File: config.mk
export PLATFORM = sky130hd
export DESIGN_NAME = video_timing_gen
export DESIGN_NICKNAME = d
export VERILOG_FILES = /design/src/rtl/video_timing_gen.sv
export SDC_FILE = /design/constraint.sdc
export NUM_CORES = 1
export LEC_CHECK = 0
export ABC_AREA = 1
export CELL_PAD_IN_SITES_DETAIL_PLACEMENT = 1
export CELL_PAD_IN_SITES_GLOBAL_PLACEMENT = 2
export CORE_UTILIZATION = 32
export DETAILED_ROUTE_END_ITERATION = 12
export PLACE_DENSITY_LB_ADDON = 0.15
export SLEW_MARGIN = 20
export SYNTH_ARGS = -nofsm -noshare
export SYNTH_HDL_FRONTEND = slang
export SYNTH_SLANG_ARGS = --single-unit
File: constraint.sdc
create_clock -name clk -period 4.9 [get_ports clk]
set_input_delay 0.98 -clock clk [delete_from_list [all_inputs] [get_ports clk]]
set_output_delay 0.98 -clock clk [all_outputs]
set_load 0.02 [all_outputs]
File: src/rtl/video_timing_gen.sv
// video_timing_gen
// Parametrised raster timing and test-pattern generator for the HDMI/DVI
// output path. Counters run free while enable is high; all video outputs are
// registered one clock behind the live h_cnt/v_cnt.
//
// Ports:
//   clk, rstn          pixel clock, asynchronous active-low reset
//   enable             1 = run timing, 0 = hold counters at (0,0) with idle outputs
//   mode               0 solid bg_color, 1 colour bars, 2 grid, 3 checkerboard
//   marker_*           single marker pixel (active-area coordinates)
//   bg_color           background RGB used by patterns 0, 2, 3
//   pData/pHSync/pVSync/pVDE   video toward the TMDS encoder
//   sof                pulse with the first active pixel of a frame
//   h_cnt/v_cnt        live pixel/line counters
//   frame_cnt          completed-frame counter (wraps)
module video_timing_gen #(
  parameter int H_ACTIVE = 640,
  parameter int H_FP     = 16,
  parameter int H_SYNC   = 96,
  parameter int H_BP     = 48,
  parameter int V_ACTIVE = 480,
  parameter int V_FP     = 10,
  parameter int V_SYNC   = 2,
  parameter int V_BP     = 33,
  parameter bit HS_POL   = 1'b0,
  parameter bit VS_POL   = 1'b0,
  parameter int CW       = 12
) (
  input  logic          clk,
  input  logic          rstn,
  input  logic          enable,
  input  logic [1:0]    mode,
  input  logic          marker_en,
  input  logic [CW-1:0] marker_x,
  input  logic [CW-1:0] marker_y,
  input  logic [23:0]   marker_color,
  input  logic [23:0]   bg_color,
  output logic [23:0]   pData,
  output logic          pHSync,
  output logic          pVSync,
  output logic          pVDE,
  output logic          sof,
  output logic [CW-1:0] h_cnt,
  output logic [CW-1:0] v_cnt,
  output logic [15:0]   frame_cnt
);

  localparam int H_TOTAL = H_ACTIVE + H_FP + H_SYNC + H_BP;
  localparam int V_TOTAL = V_ACTIVE + V_FP + V_SYNC + V_BP;

  localparam logic [CW-1:0] CNT_ZERO = '0;
  localparam logic [CW-1:0] H_LAST   = CW'(H_TOTAL - 1);
  localparam logic [CW-1:0] V_LAST   = CW'(V_TOTAL - 1);
  localparam logic [CW-1:0] H_ACT    = CW'(H_ACTIVE);
  localparam logic [CW-1:0] V_ACT    = CW'(V_ACTIVE);
  localparam logic [CW-1:0] HS_START = CW'(H_ACTIVE + H_FP);
  localparam logic [CW-1:0] HS_END   = CW'(H_ACTIVE + H_FP + H_SYNC);
  localparam logic [CW-1:0] VS_START = CW'(V_ACTIVE + V_FP);
  localparam logic [CW-1:0] VS_END   = CW'(V_ACTIVE + V_FP + V_SYNC);

  // Colour-bar boundaries, resolved at elaboration so no divider is built.
  localparam logic [CW-1:0] BAR_1 = CW'(1 * H_ACTIVE / 8);
  localparam logic [CW-1:0] BAR_2 = CW'(2 * H_ACTIVE / 8);
  localparam logic [CW-1:0] BAR_3 = CW'(3 * H_ACTIVE / 8);
  localparam logic [CW-1:0] BAR_4 = CW'(4 * H_ACTIVE / 8);
  localparam logic [CW-1:0] BAR_5 = CW'(5 * H_ACTIVE / 8);
  localparam logic [CW-1:0] BAR_6 = CW'(6 * H_ACTIVE / 8);
  localparam logic [CW-1:0] BAR_7 = CW'(7 * H_ACTIVE / 8);

  localparam logic [23:0] WHITE = 24'hFFFFFF;

  function automatic logic [23:0] bar_color(input logic [2:0] idx);
    logic [23:0] c;
    case (idx)
      3'd0:    c = 24'hFFFFFF;
      3'd1:    c = 24'hFFFF00;
      3'd2:    c = 24'h00FFFF;
      3'd3:    c = 24'h00FF00;
      3'd4:    c = 24'hFF00FF;
      3'd5:    c = 24'hFF0000;
      3'd6:    c = 24'h0000FF;
      default: c = 24'h000000;
    endcase
    return c;
  endfunction

  logic [CW-1:0] h_cnt_r, v_cnt_r;
  logic [15:0]   frame_cnt_r;
  logic [1:0]    mode_r;
  logic          marker_en_r;
  logic [CW-1:0] marker_x_r, marker_y_r;
  logic [23:0]   marker_color_r, bg_color_r;
  logic [23:0]   pdata_r;
  logic          hsync_r, vsync_r, vde_r, sof_r;

  logic          frame_start_s, de_s, hs_act_s, vs_act_s, marker_hit_s;
  logic [1:0]    eff_mode_s;
  logic          eff_marker_en_s;
  logic [CW-1:0] eff_marker_x_s, eff_marker_y_s;
  logic [23:0]   eff_marker_color_s, eff_bg_s;
  logic [2:0]    bar_idx_s;
  logic [23:0]   pattern_s, pixel_s;

  assign frame_start_s = (h_cnt_r == CNT_ZERO) && (v_cnt_r == CNT_ZERO);
  assign de_s          = (h_cnt_r < H_ACT) && (v_cnt_r < V_ACT);
  assign hs_act_s      = (h_cnt_r >= HS_START) && (h_cnt_r < HS_END);
  assign vs_act_s      = (v_cnt_r >= VS_START) && (v_cnt_r < VS_END);

  // Pixel/line/frame counters; disabled timing parks at the frame origin.
  always_ff @(posedge clk or negedge rstn) begin
    if (!rstn) begin
      h_cnt_r     <= CNT_ZERO;
      v_cnt_r     <= CNT_ZERO;
      frame_cnt_r <= 16'd0;
    end else if (!enable) begin
      h_cnt_r <= CNT_ZERO;
      v_cnt_r <= CNT_ZERO;
    end else if (h_cnt_r == H_LAST) begin
      h_cnt_r <= CNT_ZERO;
      if (v_cnt_r == V_LAST) begin
        v_cnt_r     <= CNT_ZERO;
        frame_cnt_r <= frame_cnt_r + 16'd1;
      end else begin
        v_cnt_r <= v_cnt_r + CW'(1);
      end
    end else begin
      h_cnt_r <= h_cnt_r + CW'(1);
    end
  end

  // Control snapshot taken at the frame origin so a frame never tears.
  always_ff @(posedge clk or negedge rstn) begin
    if (!rstn) begin
      mode_r         <= 2'd0;
      marker_en_r    <= 1'b0;
      marker_x_r     <= CNT_ZERO;
      marker_y_r     <= CNT_ZERO;
      marker_color_r <= 24'h000000;
      bg_color_r     <= 24'h000000;
    end else if (frame_start_s) begin
      mode_r         <= mode;
      marker_en_r    <= marker_en;
      marker_x_r     <= marker_x;
      marker_y_r     <= marker_y;
      marker_color_r <= marker_color;
      bg_color_r     <= bg_color;
    end
  end

  // Pixel (0,0) is rendered in the sampling cycle itself, so it uses the live inputs.
  always_comb begin
    eff_mode_s         = mode_r;
    eff_marker_en_s    = marker_en_r;
    eff_marker_x_s     = marker_x_r;
    eff_marker_y_s     = marker_y_r;
    eff_marker_color_s = marker_color_r;
    eff_bg_s           = bg_color_r;
    if (frame_start_s) begin
      eff_mode_s         = mode;
      eff_marker_en_s    = marker_en;
      eff_marker_x_s     = marker_x;
      eff_marker_y_s     = marker_y;
      eff_marker_color_s = marker_color;
      eff_bg_s           = bg_color;
    end else begin
      eff_mode_s = mode_r;
    end
  end

  // Colour-bar index from the elaboration-time boundaries.
  always_comb begin
    bar_idx_s = 3'd7;
    if (h_cnt_r < BAR_1) begin
      bar_idx_s = 3'd0;
    end else if (h_cnt_r < BAR_2) begin
      bar_idx_s = 3'd1;
    end else if (h_cnt_r < BAR_3) begin
      bar_idx_s = 3'd2;
    end else if (h_cnt_r < BAR_4) begin
      bar_idx_s = 3'd3;
    end else if (h_cnt_r < BAR_5) begin
      bar_idx_s = 3'd4;
    end else if (h_cnt_r < BAR_6) begin
      bar_idx_s = 3'd5;
    end else if (h_cnt_r < BAR_7) begin
      bar_idx_s = 3'd6;
    end else begin
      bar_idx_s = 3'd7;
    end
  end

  // Pattern selection, marker override and blanking.
  always_comb begin
    pattern_s    = eff_bg_s;
    pixel_s      = 24'h000000;
    marker_hit_s = eff_marker_en_s && (h_cnt_r == eff_marker_x_s) && (v_cnt_r == eff_marker_y_s);
    case (eff_mode_s)
      2'd0: pattern_s = eff_bg_s;
      2'd1: pattern_s = bar_color(bar_idx_s);
      2'd2: pattern_s = ((h_cnt_r[4:0] == 5'd0) || (v_cnt_r[4:0] == 5'd0)) ? WHITE : eff_bg_s;
      2'd3: pattern_s = (h_cnt_r[5] ^ v_cnt_r[5]) ? WHITE : eff_bg_s;
      default: pattern_s = eff_bg_s;
    endcase
    if (!de_s) begin
      pixel_s = 24'h000000;
    end else if (marker_hit_s) begin
      pixel_s = eff_marker_color_s;
    end else begin
      pixel_s = pattern_s;
    end
  end

  // Registered video outputs, one clock behind the live counters.
  always_ff @(posedge clk or negedge rstn) begin
    if (!rstn) begin
      pdata_r <= 24'h000000;
      hsync_r <= ~HS_POL;
      vsync_r <= ~VS_POL;
      vde_r   <= 1'b0;
      sof_r   <= 1'b0;
    end else if (!enable) begin
      pdata_r <= 24'h000000;
      hsync_r <= ~HS_POL;
      vsync_r <= ~VS_POL;
      vde_r   <= 1'b0;
      sof_r   <= 1'b0;
    end else begin
      pdata_r <= pixel_s;
      hsync_r <= hs_act_s ? HS_POL : ~HS_POL;
      vsync_r <= vs_act_s ? VS_POL : ~VS_POL;
      vde_r   <= de_s;
      sof_r   <= frame_start_s;
    end
  end

  assign pData     = pdata_r;
  assign pHSync    = hsync_r;
  assign pVSync    = vsync_r;
  assign pVDE      = vde_r;
  assign sof       = sof_r;
  assign h_cnt     = h_cnt_r;
  assign v_cnt     = v_cnt_r;
  assign frame_cnt = frame_cnt_r;

endmodule

==> reports/results.ini <==
[power]
leakage_nw = 4.97
pwr-share-comb_pct = 29.9
ir_drop_mv = 0.204
power_density_nw_per_um2 = 391
seqPwrFrac_pct = 36.5
p_total_w = 0.00402
p_clk_share_pct = 33.6
p_int_w = 0.00260
switchingPower_w = 0.00141
switching_share_pct = 35.2

[placed_design]
io_buffers = 145
dp_hpwl_um = 20100
place_inst = 1519
place_area_um2 = 9660
gp_congestion = 0.806

[timing]
setup_viol = 0
finalSetupTns_ns = 0
slew_viol_final = 0
fmax_mhz = 260
rsz0062_at_grt = no
fin_crit_ns = 3.85
worst_pin_slew_ns = 0.872
slew_headroom_pct = 41.8
finalCritPeriodShare_pct = 78.6
skew_ns = 0.0132
finalHoldViolations = 0

[min_path]
min_from = marker_color_r[13]
hp-class = reg -> reg

[clock_network]
postCtsHoldBufs = 0
cts_buffers = 17
cts.repair.resized = 0
clkTransAtPathRegs_ns = 0.07
root_buffer = clkbuf_16
cts_setup_buffers = 0
cts.htree.levels = 4
tritoncts = built
clock-sinks = 143
clkLatencyLatePin_ns = 0.43
cts.path.max_buffers = 2

[floorplanning]
fp.dieW_um = 160
rows = 57
ios = 146
die_h_um = 160
dieArea_um2 = 25500
fp.coreArea_um2 = 24400
start_util_pct = 32.7

[synth]
synth.most_common_cell = nand2_1
synth_common_cells = 380 x nand2_1, 141 x dfrtp_1, 111 x nor2_1, 86 x nand3_1, 75 x inv_1
yosysWarnings = 0
synth_top_area_share_pct = 44.3
synth_area_um2 = 7970
synth_top_family_by_area = simple AND/OR/NAND/NOR gates
ys_ff_latch = 143
syn_avg_cell_area_um2 = 7.37
synth_top_cell_by_area = dfrtp_1
synth-edff-count = 0
synth_adder_area_share_pct = 0.785
yosys-top-cells-area = dfrtp_1 44%, nand2_1 18%, nand3_1 5.4%
synthMuxAreaShare_pct = 0
syn_nets = 1164
synth_simple_gate_area_share_pct = 37.6
synthDistinctLibCells = 37
synth-xor-area-share_pct = 2.64
ys_async_sr_fraction_pct = 100
yosysSeqAreaShare_pct = 44.9
synth-compound-area-share_pct = 6.58
ys.flop_type = dfrtp_1
netlist_instances = 1081

[routing]
drc = 0
wire_per_inst_um = 17.7
initialDrtViolationCount = 329
wl_um = 27500
vias_per_cell = 4.87
vias = 7549
drt-pass1-iter-count = 4
final_antenna_net_count = 0

[cells_and_area]
layout-drive-gt1-share_pct = 8.15
utilization_pct = 42.1
finalNonFillerCells = 1551
fillers = 3035
antenna_cells = 0
multi_input_area_um2 = 3810
regArea_um2 = 3580
final_cell_area_um2 = 10300
area_delta_synth_final_pct = 28.8
num-nets-final = 1297

[setup_path]
crit_arrival_ns = 4.17
startpoint_type = register
worstSetupStartpoint = h_cnt[7]
crit_required_ns = 5.22
reg2reg_from = h_cnt[7]
endpoint_kind = register
crit_fanout = 46
critPathKind = reg -> reg

[global_routing]
grt_remaining_overflow = 0
grt_max_degree = 84
antenna_found_initial = 0
grt_pass1_wl_um = 44600
grt.total_usage_pct = 22.4
grt_pass1_vias = 7828

[flow_run]
maxCapViolCount = 0

[status]
status = finished clean

==> power groups by stage <==
| stage | combinational [W] | sequential, W | clock [W] |
|---|---|---|---|
| final | 0.00120 | 0.00146 | 0.00135 |
| after global routing | 0.00136 | 0.00149 | 0.00143 |
| after CTS | 0.00122 | 0.00147 | 0.00138 |
| after detailed placement | 0.00121 | 0.00149 | 0 |
| after global placement | 0.00120 | 0.00149 | 0 |
| after floorplan | 0.000703 | 0.00154 | 0 |
==> sequential cells by signal, indices dropped and copies added (netlist names) <==
name            flops
marker_en_r         1
pData              24
pHSync              1
bg_color_r         24
marker_x_r         12
marker_y_r         12
pVDE                1
frame_cnt          16
marker_color_r     24
pVSync              1
v_cnt              12
sof                 1
mode_r              2
h_cnt              12
==> through the flow <==
stage	hold WS, ns	worst slack [ns]
after floorplan	0.445	2.41
after global placement	0.461	1.09
after detailed placement	0.466	1.05
after CTS	0.484	1.03
after global routing	0.505	0.722
final	0.477	1.05
==> routing by layer <==
metal	up-vias	routed length [um]	track usage (%)
met3	16	1060	3.14
met1	3652	13400	31.6
li1	3732	-	-
met2	149	12800	36.2
met4	0	257	5.37
met5	-	0	0
==> final cells by class <==
class,count,share of cell area [%]
Clock buffer,18,4.28
Clock inverter,14,1.51
Inverter,97,3.55
Multi-Input combinational cell,803,37.2
Sequential cell,143,34.9
Tap cell,324,3.95
Timing Repair Buffer,152,14.7
==> kinds of logic after synthesis <==
group,after synthesis
flops,143
simple gates,680
xor+xnor,24
buf+inv,135
compound gates,94
fa+ha+maj,5
==> critical path: stages, from the launching register on <==
cell,delay (ns)
dfrtp_1,0.48
nor2_2,0.23
nand3_2,0.16
nor2_8,0.36
nand3_4,0.61
buf_4,0.49
nand2_1,0.13
nand3_1,0.07
nand2_1,0.07
nand2_1,0.05
nor2_1,0.13
nand2_1,0.10
nor2_4,0.39
nand2_2,0.24
nor2_1,0.15
nor2_1,0.06
==> cell usage in the layout (no fill, tap or decap), types with 3 or more instances in the layout <==
master / instances
inv_2: 20
ha_1: 5
inv_6: 5
nor4_1: 4
o21ai_0: 54
a21boi_0: 5
xnor2_1: 7
nand2_2: 10
inv_1: 75
clkinv_2: 3
o22ai_1: 10
xor2_1: 17
nor2_4: 5
buf_4: 7
nand2_1: 380
o21a_1: 8
nor3_1: 19
nor2_2: 10
clkdlybuf4s50_1: 144
nand3_1: 86
dfrtp_1: 141
clkbuf_16: 17
nand4_1: 44
nor2_1: 111
a21oi_1: 12
==> worst paths after layout <==
| kind | to | slack (ns) | cells after the start |
|---|---|---|---|
| worst max-delay path | pData[7] | 1.05 | 15 |
| worst max register to register | pData[7] | 1.05 | 15 |
| min in group asynchronous | marker_color_r[4] | 0.58 | 1 |
| worst min-delay path | marker_color_r[13] | 0.48 | 2 |
| worst min register to register | marker_color_r[13] | 0.48 | 2 |
| max in group asynchronous | mode_r[1] | 3.28 | 2 |
(Power assumes the default switching activity.)
